**src/rtl/oddeven_pkg.sv**
```systemverilog
// Shared types and constants for the odd/even sequence checker.
// Optional sticky error capture is enabled with ODDEVEN_STICKY_ERR_EN.
package oddeven_pkg;

  localparam int unsigned DefaultWidth = 16;
  localparam int unsigned Step         = 2;

  typedef enum logic [1:0] {
    StIdle,
    StSync,
    StLocked
  } state_e;

endpackage

```
**src/rtl/oddeven_step_cmp.sv**
```systemverilog
// Combinational step/parity comparator. Shared by the FSM and the sticky capture path.
module oddeven_step_cmp
  import oddeven_pkg::*;
#(
  parameter int unsigned WIDTH = DefaultWidth
) (
  input  logic [WIDTH-1:0] prev,
  input  logic [WIDTH-1:0] count_in,
  input  logic             mode,
  output logic             step_ok,
  output logic             parity_ok,
  output logic [WIDTH-1:0] expected
);

  // Modular add makes the 0xFFFE->0x0000 and 0xFFFF->0x0001 wraps legal steps.
  assign expected  = prev + WIDTH'(Step);
  assign step_ok   = (count_in == expected);
  assign parity_ok = (count_in[0] == mode);

endmodule

```
**config.mk**
```make
export PLATFORM = sky130hd
export DESIGN_NAME = oddeven_step_cmp
export DESIGN_NICKNAME = d
export VERILOG_FILES = /design/src/rtl/oddeven_pkg.sv /design/src/rtl/oddeven_step_cmp.sv
export SDC_FILE = /design/constraint.sdc
export NUM_CORES = 1
export LEC_CHECK = 0
export BUFFER_PORTS_ARGS = -buffer_cell sky130_fd_sc_hd__buf_4
export CAP_MARGIN = 20
export CORE_MARGIN = 8
export CORE_UTILIZATION = 47
export DETAILED_ROUTE_END_ITERATION = 12
export PLACE_DENSITY = 0.95
export SYNTH_ARGS = -nofsm -noshare
export SYNTH_HDL_FRONTEND = slang
export SYNTH_SLANG_ARGS = --single-unit
```
**constraint.sdc**
```tcl
create_clock -name vclk -period 3.1
set_input_delay 0.31 -clock vclk [all_inputs]
set_output_delay 0.31 -clock vclk [all_outputs]
set_load 0.005 [all_outputs]
```
### Yosys cells after proc, flatten, opt, wreduce, memory -nomap -nowiden

Index checks and enable logic that the tools add are counted.

* logic and storage cells: 3
* output and inout bits: 18
* bits of input ports: 33
* flip-flop bits (word level): 0

* equality and inequality tests: 2
* $add $sub $neg: 1

Operator list (number)
* $add A16 B2 Y16 const B: 1
* $eq A16 B16 Y1: 1
* $eq A1 B1 Y1: 1

### Depth between registers and ports, before layout

* depth after elaboration: 2
* gate-level depth with buffers: 7
* depth with buffers taken out: 6

### Least setup slack after synthesis

Ideal clock, no wire load.

* path kind: input-to-output
* from: in prev[1]
* to: out step_ok
* arrival: 2000 ps
* stages: 6
* buffers on the path: 0
* setup slack: 790 ps
* data required time: 2790 ps
* cells stage by stage: ha_1 -> xor2_1 -> a2111oi_0 -> nand4_1 -> or4_1 -> nor4_2

* word-level cells in the longest chain between the ends: 2

RTL lines
* from (decl): line oddeven_step_cmp.sv:7 `input logic [WIDTH-1:0] prev,`
* $add A16 B2 Y16: line oddeven_step_cmp.sv:16 `assign expected = prev + WIDTH'(Step);`
* $eq A16 B16 Y1: line oddeven_step_cmp.sv:17 `assign step_ok = (count_in == expected);`
* to (decl): line oddeven_step_cmp.sv:10 `output logic step_ok,`

Every way passes these cells.

### Worst setup path in the final report

Same ends and word-level chain as after synthesis.

==> summary.md <==
| Metric | Value |
|---|---|
| Die Span X | `approximately 55 µm` |
| Most frequent cells in the layout | `buf_4 (51), xor2_1 (12), xnor2_1 (12), nand2_1 (7), nand3_1 (6)` |
| Die area | `about 3100 µm²` |
| Vias | `between 900 and 1000` |
| Final core utilization | `0.745` |
| CLK BUF | `0` |
| FF+latch count | `0` |
| Initial antenna violation count | `0` |
| Seq. cell area | `0 µm²` |
| Fillers | `126` |
| Setup slack after layout | `460 ps` |
| Hold Crit Class | `input port to output pin` |
| Mapped Area | `roughly 730 µm²` |
| ANT nets after route | `0` |
| RSZ-0062 raised after global routing | `no` |
| Final TNS setup | `0 ps` |
| Vert. Die Dim | `roughly 55 µm` |
| DR vias/cell | `roughly 5.7` |
| Vias in the first global route | `987` |
| Yosys top cell by area | `xnor2_1` |
| Routability cong. | `approximately 0.86` |
| Effective utilization at floorplan | `0.490` |
| Leak Pwr | `between 0.5 and 0.6 nW` |
| Pwr/cell area | `~130 nW/µm²` |
| Post-synthesis sequential area ratio | `0` |
| Wire per inst | `roughly 15 µm` |
| Detailed Route WL | `~2400 µm` |
| Drt pass-1 iters | `4` |
| First-pass GRT wire length | `between 4000 and 5000 µm` |
| Final hold vios | `0` |
| Hold Buf Count CTS | `0` |
| Tot GR Track Use | `0.144` |
| Worst slew pin tran | `about 500 ps` |
| Worst setup SP type | `input port` |
| Ranking of synthesized cells by area | `xnor2_1 (14%), xor2_1 (14%), xnor3_1 (9.3%)` |
| Cell variety after synth | `34` |
| Post-CTS Setup Inserts | `0` |
| Dpl cells | `between 150 and 200` |
| Top-area cell type share of the netlist area | `0.144` |
| Commonest non-fill, non-tap cell in the layout | `buf_4` |
| YS warnings | `0` |
| Crit path time final | `between 2000 and 3000 ps` |
| Max Slew Vio Count | `0` |
| Drt initial violations | `12` |
| Post-Layout Cell Count | `158` |
| Port Buffers | `51` |
| Largest net degree at the start of global routing | `11` |
| Syn_nets | `129` |
| FMAX | `between 300 and 400 MHz` |
| Hold slack | `about 810 ps` |
| P&R area growth vs syn | `52.1%` |
| Final worst path period share | `0.852` |
| Final HPWL from detailed placement | `2120 µm` |
| Status | `finished, final reports clean` |
| Pre-CTS setup slack | `~460 ps` |
| Synth Instances | `95` |
| Rel. slew slack | `0.664` |
| Core Rows | `14` |
| Peak supply drop | `between 0.08 and 0.09 mV` |
| Crit. End Element | `output pin` |
| # resized after CTS | `0` |
| Core box area | `1490 µm²` |
| CP Data Required Time | `roughly 2800 ps` |
| Setup violators final | `0` |
| Antenna Cells | `0` |
| Io pins | `just over 50` |
| Final nets | `178` |
| DRC viols | `0` |
| Congestion Overflow GR | `0` |
| Crit Path Category | `input port to output pin` |
| Crit Path Max Fanout | `7` |
| Max-cap viol count | `0` |
| Worst path arrival time | `roughly 2300 ps` |
| Layout cells sized above 1 | `0.408` |
| Avg Inst Size Synth | `7.68 µm²` |
## routing by layer
| layer | routed length [µm] | up-vias | GRT usage |
|---|---|---|---|
| li1 | - | 442 | - |
| met3 | 163 | 8 | 0.0342 |
| met1 | 849 | 410 | 0.144 |
| met5 | 0 | - | 0 |
| met2 | 1250 | 41 | 0.272 |
| met4 | 93 | 0 | 0.0599 |
## logic make-up (layout without fill, tap and decap cells)
logic type      count (synthesis)  count (layout)  share of synthesized area
compound gates                 14              14                      0.117
buf+inv                         7              54                     0.0463
simple gates                   45              45                      0.407
fa+ha+maj                       1               1                     0.0171
xor+xnor                       28              28                      0.413
## cell usage after synthesis (all sizes together)
library cell,n
and4,1
o22ai,1
a31oi,1
nor3,5
or3,1
nand3,6
a2111oi,1
xnor2,12
or4,3
nor2b,5
or3b,1
xor3,1
and2,1
nor4,3
xor2,12
nor4b,1
o21ai,4
inv,3
ha,1
nand4,6
a22o,1
nand2,7
buf,4
and3,2
xnor3,3
o32a,1
a21oi,5
nor2,3
## stage by stage
| stage | instance area [µm²] | power (mW) |
|---|---|---|
| after floorplan | 729 | 0.0665 |
| after global placement | 1110 | 0.139 |
| after detailed placement | 1110 | 0.143 |
| after CTS | 1110 | 0.144 |
| after global routing | 1110 | 0.155 |
| final | 1110 | 0.142 |
## cell type report
type | count | area (µm²) | share of cell area
inverters | 3 | 11.3 | 0.0101
multi-input cells | 88 | 696 | 0.627
well taps | 16 | 20.0 | 0.0180
repair buffers | 51 | 383 | 0.345
## final timing paths
| kind | start | to | cells past startpoint |
|---|---|---|---|
| max | prev[1] | step_ok | 8 |
| min | prev[0] | expected[0] | 2 |
## report_power, final
part	internal (mW)	total, mW	switching, mW
Sequential	0	0	0
Combinational	0.0824	0.142	0.0601
Clock	0	0	0
## critical path, cell delays in order
cell,delay [ps]
buf_4,140
ha_1,310
xor2_1,160
a2111oi_0,360
nand4_1,130
or4_1,490
nor4_2,270
buf_4,150
No activity file was read; power rests on OpenSTA's default activity.
